$ cat src/rtl/bus_ep_pkg.sv
// Shared definitions for the bus FIFO endpoint: ID field geometry,
// broadcast ID, destination extraction helper and counter types.
package bus_ep_pkg;

    localparam int unsigned ID_W      = 8;
    localparam logic [7:0]  BCST_ID   = 8'hFF;
    localparam int unsigned PKT_MAX_W = 64;

    typedef logic [15:0] drop_cnt_t;

    // Destination ID lives in the top ID_W bits of a pckg_sz-wide packet.
    function automatic logic [ID_W-1:0] dest_of(input logic [PKT_MAX_W-1:0] pkt,
                                                 input int unsigned pckg_sz);
        return ID_W'(pkt >> (pckg_sz - ID_W));
    endfunction

endpackage

$ cat src/rtl/ep_sync_fifo.sv
// Show-ahead synchronous FIFO. Same-cycle read and write are allowed
// while full; the head reads as zero while empty.
module ep_sync_fifo
    import bus_ep_pkg::*;
#(
    parameter int unsigned WIDTH = 16,
    parameter int unsigned DEPTH = 8
) (
    input  logic                     clk,
    input  logic                     reset,
    input  logic                     wr_en,
    input  logic [WIDTH-1:0]         wr_data,
    input  logic                     rd_en,
    output logic [WIDTH-1:0]         rd_data,
    output logic [$clog2(DEPTH):0]   count,
    output logic                     full,
    output logic                     empty
);

    localparam int unsigned PTR_W = $clog2(DEPTH);
    localparam int unsigned CNT_W = $clog2(DEPTH) + 1;

    logic [WIDTH-1:0] mem [DEPTH];
    logic [PTR_W-1:0] wr_ptr;
    logic [PTR_W-1:0] rd_ptr;
    logic             do_wr;
    logic             do_rd;

    assign full    = (count == CNT_W'(DEPTH));
    assign empty   = (count == '0);
    assign do_rd   = rd_en && !empty;
    assign do_wr   = wr_en && (!full || do_rd);
    assign rd_data = empty ? '0 : mem[rd_ptr];

    // Storage array; contents are meaningless once pointers reset.
    always_ff @(posedge clk) begin
        if (do_wr) begin
            mem[wr_ptr] <= wr_data;
        end
    end

    // Pointers and occupancy; pointers wrap naturally at DEPTH.
    always_ff @(posedge clk or posedge reset) begin
        if (reset) begin
            wr_ptr <= '0;
            rd_ptr <= '0;
            count  <= '0;
        end else begin
            if (do_wr) begin
                wr_ptr <= wr_ptr + 1'b1;
            end
            if (do_rd) begin
                rd_ptr <= rd_ptr + 1'b1;
            end
            case ({do_wr, do_rd})
                2'b10:   count <= count + 1'b1;
                2'b01:   count <= count - 1'b1;
                default: count <= count;
            endcase
        end
    end

endmodule

$ cat src/rtl/bus_fifo_endpoint.sv
// Device-side bus endpoint: TX FIFO towards the bus driver, RX FIFO
// from the bus driver with destination-ID filtering.
// Optional feature macro: EP_ADDR_FILTER_EN (enables the ID filter and
// the drop counter; otherwise every push is accepted).
module bus_fifo_endpoint
    import bus_ep_pkg::*;
#(
    parameter int unsigned PCKG_SZ = 16,
    parameter int unsigned DEPTH   = 8,
    parameter logic [7:0]  ID      = 8'd0
) (
    input  logic                   clk,
    input  logic                   reset,
    output logic                   bus_pndng,
    input  logic                   bus_pop,
    output logic [PCKG_SZ-1:0]     bus_d_pop,
    input  logic                   bus_push,
    input  logic [PCKG_SZ-1:0]     bus_d_push,
    input  logic                   tx_valid,
    output logic                   tx_ready,
    input  logic [PCKG_SZ-1:0]     tx_data,
    output logic                   rx_valid,
    input  logic                   rx_ready,
    output logic [PCKG_SZ-1:0]     rx_data,
    output logic [$clog2(DEPTH):0] tx_count,
    output logic [$clog2(DEPTH):0] rx_count,
    output logic                   rx_ovf,
    output logic                   pop_unf,
    output logic [15:0]            rx_drop_cnt
);

    logic tx_full;
    logic tx_empty;
    logic tx_wr;
    logic rx_full;
    logic rx_empty;
    logic rx_rd;
    logic rx_wr;
    logic accept;

    // A full TX refuses writes even when popped in the same cycle.
    assign tx_ready  = !tx_full;
    assign tx_wr     = tx_valid && tx_ready;
    assign bus_pndng = !tx_empty;

    assign rx_valid  = !rx_empty;
    assign rx_rd     = rx_valid && rx_ready;
    assign rx_wr     = bus_push && accept;

    ep_sync_fifo #(
        .WIDTH (PCKG_SZ),
        .DEPTH (DEPTH)
    ) u_tx_fifo (
        .clk     (clk),
        .reset   (reset),
        .wr_en   (tx_wr),
        .wr_data (tx_data),
        .rd_en   (bus_pop),
        .rd_data (bus_d_pop),
        .count   (tx_count),
        .full    (tx_full),
        .empty   (tx_empty)
    );

    ep_sync_fifo #(
        .WIDTH (PCKG_SZ),
        .DEPTH (DEPTH)
    ) u_rx_fifo (
        .clk     (clk),
        .reset   (reset),
        .wr_en   (rx_wr),
        .wr_data (bus_d_push),
        .rd_en   (rx_rd),
        .rd_data (rx_data),
        .count   (rx_count),
        .full    (rx_full),
        .empty   (rx_empty)
    );

`ifdef EP_ADDR_FILTER_EN
    logic [ID_W-1:0] dest;
    drop_cnt_t       drop_cnt;

    assign dest        = dest_of(PKT_MAX_W'(bus_d_push), PCKG_SZ);
    assign accept      = (dest == ID) || (dest == BCST_ID);
    assign rx_drop_cnt = drop_cnt;

    // Saturating count of pushes rejected on destination mismatch.
    always_ff @(posedge clk or posedge reset) begin
        if (reset) begin
            drop_cnt <= '0;
        end else if (bus_push && !accept && (drop_cnt != '1)) begin
            drop_cnt <= drop_cnt + 1'b1;
        end
    end
`else
    assign accept      = 1'b1;
    assign rx_drop_cnt = '0;
`endif

    // Sticky error flags: RX overflow loss and TX underflow pop.
    always_ff @(posedge clk or posedge reset) begin
        if (reset) begin
            rx_ovf  <= 1'b0;
            pop_unf <= 1'b0;
        end else begin
            if (rx_wr && rx_full && !rx_ready) begin
                rx_ovf <= 1'b1;
            end
            if (bus_pop && tx_empty) begin
                pop_unf <= 1'b1;
            end
        end
    end

endmodule

$ cat config.mk
export PLATFORM = sky130hd
export DESIGN_NAME = bus_fifo_endpoint
export DESIGN_NICKNAME = d
export VERILOG_FILES = /design/src/rtl/bus_ep_pkg.sv /design/src/rtl/ep_sync_fifo.sv /design/src/rtl/bus_fifo_endpoint.sv
export SDC_FILE = /design/constraint.sdc
export NUM_CORES = 1
export LEC_CHECK = 0
export CAP_MARGIN = 15
export CORE_AREA = 2 2 145 147
export CTS_CLUSTER_SIZE = 12
export DETAILED_ROUTE_END_ITERATION = 8
export DIE_AREA = 0 0 147 149
export PLACE_DENSITY_LB_ADDON = 0.12
export SYNTH_ARGS = -nofsm -noshare
export SYNTH_HDL_FRONTEND = slang
export SYNTH_SLANG_ARGS = --single-unit
$ cat constraint.sdc
create_clock -name clk -period 3.06 [get_ports clk]
set_input_delay 0.612 -clock clk [delete_from_list [all_inputs] [get_ports clk]]
set_output_delay 0.612 -clock clk [all_outputs]
set_load 0.005 [all_outputs]
# Yosys cells after proc, flatten, opt, wreduce, memory -nomap -nowiden
# Memories as Yosys holds them, arrays and structs flattened.
# Cells that the tools add are included.
[totals]
ff_bits = 22
mem_bits_rw = 256
input_bits = 38
out_inout_bits = 61
word_cells = 52
memories = 2
[op_classes]
addsub = 8
eq_ne = 6
mux = 8
reduce_logical = 20
[memory_table]
columns = ["name", "words", "width", "read_ports", "rd_clocked_by_memory_dff", "write_ports", "line_no", "source"]
rows = [
  ["u_rx_fifo.mem", 8, 16, 1, 0, 1, "ep_sync_fifo.sv:23", "logic [WIDTH-1:0] mem [DEPTH];"],
  ["u_tx_fifo.mem", 8, 16, 1, 0, 1, "ep_sync_fifo.sv:23", ""],
]
[op_table]
columns = ["operator", "n"]
rows = [
  ["$mux W16", 2],
  ["$pmux W4 S2", 2],
  ["$add A3 B1 Y3 const B", 4],
  ["$logic_and A1 B1 Y1", 9],
  ["$add A4 B1 Y4 const B", 2],
  ["$eq A4 B4 Y1 const B", 2],
  ["$logic_not A4 Y1", 2],
  ["$sub A4 B1 Y4 const B", 2],
  ["$logic_not A1 Y1", 5],
  ["$eq A2 B1 Y1 const B", 2],
  ["$eq A2 B2 Y1 const B", 2],
  ["$mux W1", 4],
  ["$reduce_bool A2 Y1", 2],
  ["$logic_or A1 B1 Y1", 2],
]

# Longest topological paths before layout
[depth]
ltp_word = 8
ltp_mapped = 11
ltp_nobuf = 9

# Modules after synthesis
# A second synthesis with hierarchy kept.
[hier_totals]
cells_unflattened = 578
hier_area_um2 = 11303.3
[modules_own_cells]
columns = ["module", "instances", "cells_per_inst", "area_per_inst_um2", "seq_area_each_um2"]
rows = [
  ["ep_sync_fifo", 2, 275, 5541.6, 4093.9],
  ["bus_fifo_endpoint", 1, 28, 220.2, 50.0],
]

# Worst setup path after synthesis
# No wires, ideal clock.
[synth_path]
path_type = "input port to flip-flop"
start = "in rx_ready"
end = "mem u_rx_fifo.mem[0][0], enable pin"
setup_time_ps = 430
arrival_ps = 2479
path_slack_ps = 151
path_stages = 3
path_buffers = 0
cell_sequence = "nand2b_1 -> o21ai_2 -> nor4_1"
[synth_between]
elab_chain_len = 6
[synth_lines]
columns = ["item", "line_no", "source"]
rows = [
  ["from (decl)", "bus_fifo_endpoint.sv:23", "input logic rx_ready,"],
  ["$logic_and A1 B1 Y1", "bus_fifo_endpoint.sv:47", "assign rx_rd = rx_valid && rx_ready;"],
  ["$logic_and A1 B1 Y1", "ep_sync_fifo.sv:31", "assign do_rd = rd_en && !empty;"],
  ["$logic_or A1 B1 Y1", "ep_sync_fifo.sv:32", "assign do_wr = wr_en && (!full || do_rd);"],
  ["$logic_and A1 B1 Y1", "ep_sync_fifo.sv:32", ""],
  ["$mux W1", "ep_sync_fifo.sv:37", "if (do_wr) begin"],
  ["$mux W1 (not written as such)", "ep_sync_fifo.sv:38", "mem[wr_ptr] <= wr_data;"],
  ["to (decl)", "ep_sync_fifo.sv:23", ""],
]
# Every way passes these cells.

# Worst setup path after layout
[layout_path]
start = "reg u_rx_fifo.count[1]"
end = "out rx_data[4]"
[layout_between]
elab_chain_len = 2
[layout_lines]
columns = ["item", "line_no", "source"]
rows = [
  ["from (decl)", "ep_sync_fifo.sv:15", "output logic [$clog2(DEPTH):0] count,"],
  ["from (signal assigned)", "ep_sync_fifo.sv:56", "2'b10: count <= count + 1'b1;"],
  ["from (signal assigned)", "ep_sync_fifo.sv:57", "2'b01: count <= count - 1'b1;"],
  ["from (signal assigned)", "ep_sync_fifo.sv:58", "default: count <= count;"],
  ["$logic_not A4 Y1", "ep_sync_fifo.sv:30", "assign empty = (count == '0);"],
  ["$mux W16", "ep_sync_fifo.sv:33", "assign rd_data = empty ? '0 : mem[rd_ptr];"],
  ["to (decl)", "bus_fifo_endpoint.sv:24", "output logic [PCKG_SZ-1:0] rx_data,"],
]
# Every way passes these cells.

==> parameters.txt <==
Parameter                              Value

Synth
  Synth warnings ... 0
  Syn Area/Cell ... 20.8 sq um
  Area fraction of the dominant cell type after synthesis ... 0.695
  Proportion of synthesized flip-flops having asynchronous set or reset ... 0.0791
  Top area cells in the synthesized netlist ... edfxtp_1, mux4_2, dfrtp_1, a22o_1, ha_1
  Number of library cell types mapped by synthesis ... 50
  Fraction of the yosys area taken by sequential cells ... 0.745
  Gate count of the mapped netlist ... 531
  EDFF count, synth ... 256
  Synth Register Bits ... 278
  Area of the mapped netlist ... 11,100 sq um
  Cell type contributing the most total cell area after synthesis ... edfxtp_1
  Ys flop type ... edfxtp_1

Floorplan
  Standard-cell rows ... 53
  I/O pin count ... 99
  Initial core utilization ... 0.538
  Die Area ... 21,900 sq um
  Die width ... 147 um
  Core box area ... 20,600 sq um
  Die height ... 149 um

Global route
  Initial antenna violation count ... 0
  Aggregate global routing overflow ... 0
  Wire length of the first global-routing pass ... 32,400 um
  Total global-route track usage ... 0.196
  Largest net degree at the start of global routing ... 33
  Number of global-route vias before repair ... 5,686

Timing
  Max-slew headroom ... 0.407
  Maximum clock skew at final layout ... 0.0149 ns
  Shortest clock period the worst path allows after layout ... 2.90 ns
  Setup TNS Final ... 0 ns
  Setup Viol. Count Final ... 0
  Worst Max-Slew Pin Slew ... 0.889 ns
  Worst Slack Setup Final ... 0.162 ns
  Unrepaired setup endpoints after global routing ... no
  Final worst-path cycle share ... 0.947
  Number of hold violations in the final report ... 0
  Peak clock frequency supported by timing ... 345 MHz
  Number of max-slew violations in the final report ... 0

Worst setup path
  Required time at the worst-slack endpoint ... 2.45 ns
  Crit path launch type ... flop
  Cell count of the worst reg-to-reg path ... 8
  Critical-path maximum fanout ... 8
  Kind of end point of the critical path ... primary output
  Arrival time at the worst endpoint ... 2.29 ns
  Worst Path Class, Setup ... flop to primary output
  Slack of the worst reg-to-reg path ... 0.23 ns

Routing
  # DRC ... 0
  Detailed-route via count ... 5,315
  Average via count per standard cell ... 5.59
  Aggregate routed wire length ... 20,800 um
  Post-route ant nets ... 0
  Number of search-and-repair iterations in the first detailed-routing pass ... 4
  Drt first-iter violations ... 345
  Avg WL per Cell ... 21.9 um

CTS
  Number of clock sinks ... 278
  CTS H-Tree Depth ... 1
  Number of buffers added by the clock tree synthesis step ... 28
  Clock tree root driver cell ... clkbuf_16
  Clock-pin slew on the worst setup and hold paths ... 0.06 ns
  TritonCTS clock tree ... built
  Maximum buffer depth of the clock tree ... 3
  Clock latency on the worst-skew pair ... 0.53 ns
  CTS Hold Bufs ... 0

Min path
  Worst hold path stage count ... 1
  Path category of the worst min-delay check ... flop to flop

Run
  # Max-Cap Violations ... 0

Pwr
  Power density cells ... 957 nW/um^2
  Peak VDD IR ... 0.516 mV
  Static power due to leakage ... 4.72 nW

Placement
  PortBufs ... 82
  Post-detail-place hpwl ... 12,200 um
  Minimum setup slack after placement ... 0.187 ns
  Final GP Congestion ... 0.789

Cells and area
  Growth of design area from synthesis to finish ... 20.7%
  Net count, final ... 707
  Total area of multi-input combinational cells ... 2620 sq um
  Layout cell share with drive strength beyond 1 ... 0.249
  Diodes inserted ... 0
  Number of filler instances in the final layout ... 1,415
  Seq. cell area ... 8250 sq um

Run status
  Result of the run ... complete, no violations
## where the power goes
group	leakage [nW]	switching [W]	internal [W]
Sequential	2.57	0.000296	0.00485
Combinational	1.75	0.00206	0.00246
Clock	0.401	0.00129	0.00183
## cell families (layout without fill, tap and decap cells)
group	after synthesis	count (layout)	share of synthesized area
compound gates	49	49	0.0369
xor+xnor	13	13	0.0103
fa+ha+maj	11	11	0.0131
buf+inv	54	183	0.0288
flops	278	278	0.745
mux	72	72	0.138
other cells	1	16	0.000339
simple gates	53	53	0.0275
## critical path, cell delays in order, from the launching register on
cell and delay, ns:
dfrtp_2 0.40, or4_4 0.55, nor2b_4 0.17, buf_6 0.15, a22o_1 0.23, dlygate4sd2_1 0.27
## final cells by class
type,count,area share
inverters,10,0.00281
multi-input cells,214,0.196
repair buffers,126,0.0953
clock inverters,5,0.00347
flip-flops and latches,278,0.618
well taps,275,0.0258
clock buffers,42,0.0588
## sequential cells by signal (all words and copies together), names as in the netlist
register          cells
pop_unf               1
rx_ovf                1
u_rx_fifo.count       4
u_rx_fifo.mem       128
u_rx_fifo.rd_ptr      3
u_rx_fifo.wr_ptr      3
u_tx_fifo.count       4
u_tx_fifo.mem       128
u_tx_fifo.rd_ptr      3
u_tx_fifo.wr_ptr      3
## placed cells by master (no fill, tap or decap), types with 2 or more instances in the layout
master and instances:
conb_1 16, ha_1 10, clkbuf_1 12, a21oi_1 3, nand2_1 6, xnor2_1 11
clkdlybuf4s50_1 50, a22o_1 32, nand3_1 5, and2_4 2, edfxtp_1 256, clkbuf_16 29
buf_12 6, xor2_1 2, clkinv_1 3, nor3b_1 2, mux2_2 5, nand2b_1 5
dlygate4sd2_1 12, buf_6 3, dfrtp_2 7, o211ai_1 3, or4b_2 2, mux2i_1 2
mux4_2 64, dfrtp_1 15, nand3b_1 2, nor2_1 13, inv_1 9, dlymetal6s2s_1 20
buf_4 35, a21o_1 3, nor3_2 6
## repair_timing
item,in CTS,in global routing
gates resized for setup,28,20
setup endpoints to repair,32,20
buffers inserted,6,3
gates cloned,1,0
pin swaps,1,1
## Yosys cell counts (3+ instances only)
cell and n:
buf_2 6, buf_6 5, nand3_1 5, buf_4 16, o211ai_1 3, mux2_2 5, nand2_1 6, mux4_2 64
a21o_1 3, ha_1 10, a21oi_1 3, nand2b_1 5, a22o_1 32, inv_1 9, edfxtp_1 256, nor3_1 6
nor2_1 13, clkbuf_1 15, dfrtp_1 22, xnor2_1 11
## per-layer routing
| layer | GRT usage | up-vias | wire [um] |
|---|---|---|---|
| li1 | - | 2415 | - |
| met1 | 0.244 | 2771 | 8420 |
| met2 | 0.363 | 105 | 11200 |
| met3 | 0.0333 | 24 | 790 |
| met4 | 0.0428 | 0 | 307 |
| met5 | 0 | - | 0 |
## path summary, 6_finish.rpt
kind	end	startpoint
max	rx_data[4]	u_rx_fifo.count[1]
min	pop_unf	pop_unf
max reg2reg	u_tx_fifo.count[3]	u_tx_fifo.count[2]
min reg2reg	pop_unf	pop_unf
max in group asynchronous	u_rx_fifo.rd_ptr[0]	reset
min in group asynchronous	pop_unf	reset
## stage by stage
step	cells	hold slack, ns	power, W	instance area, sq um	utilization
2_1_floorplan	546	0.451	0.00784	11100	-
6_report	950	0.454	0.0128	13300	0.649
3_5_place_dp	893	0.445	0.00982	12400	0.601
5_1_grt	950	0.492	0.0134	13300	0.649
3_3_place_gp	893	0.444	0.00971	12400	0.601
4_1_cts	947	0.458	0.0130	13300	0.646
(Power assumes the default switching activity.)
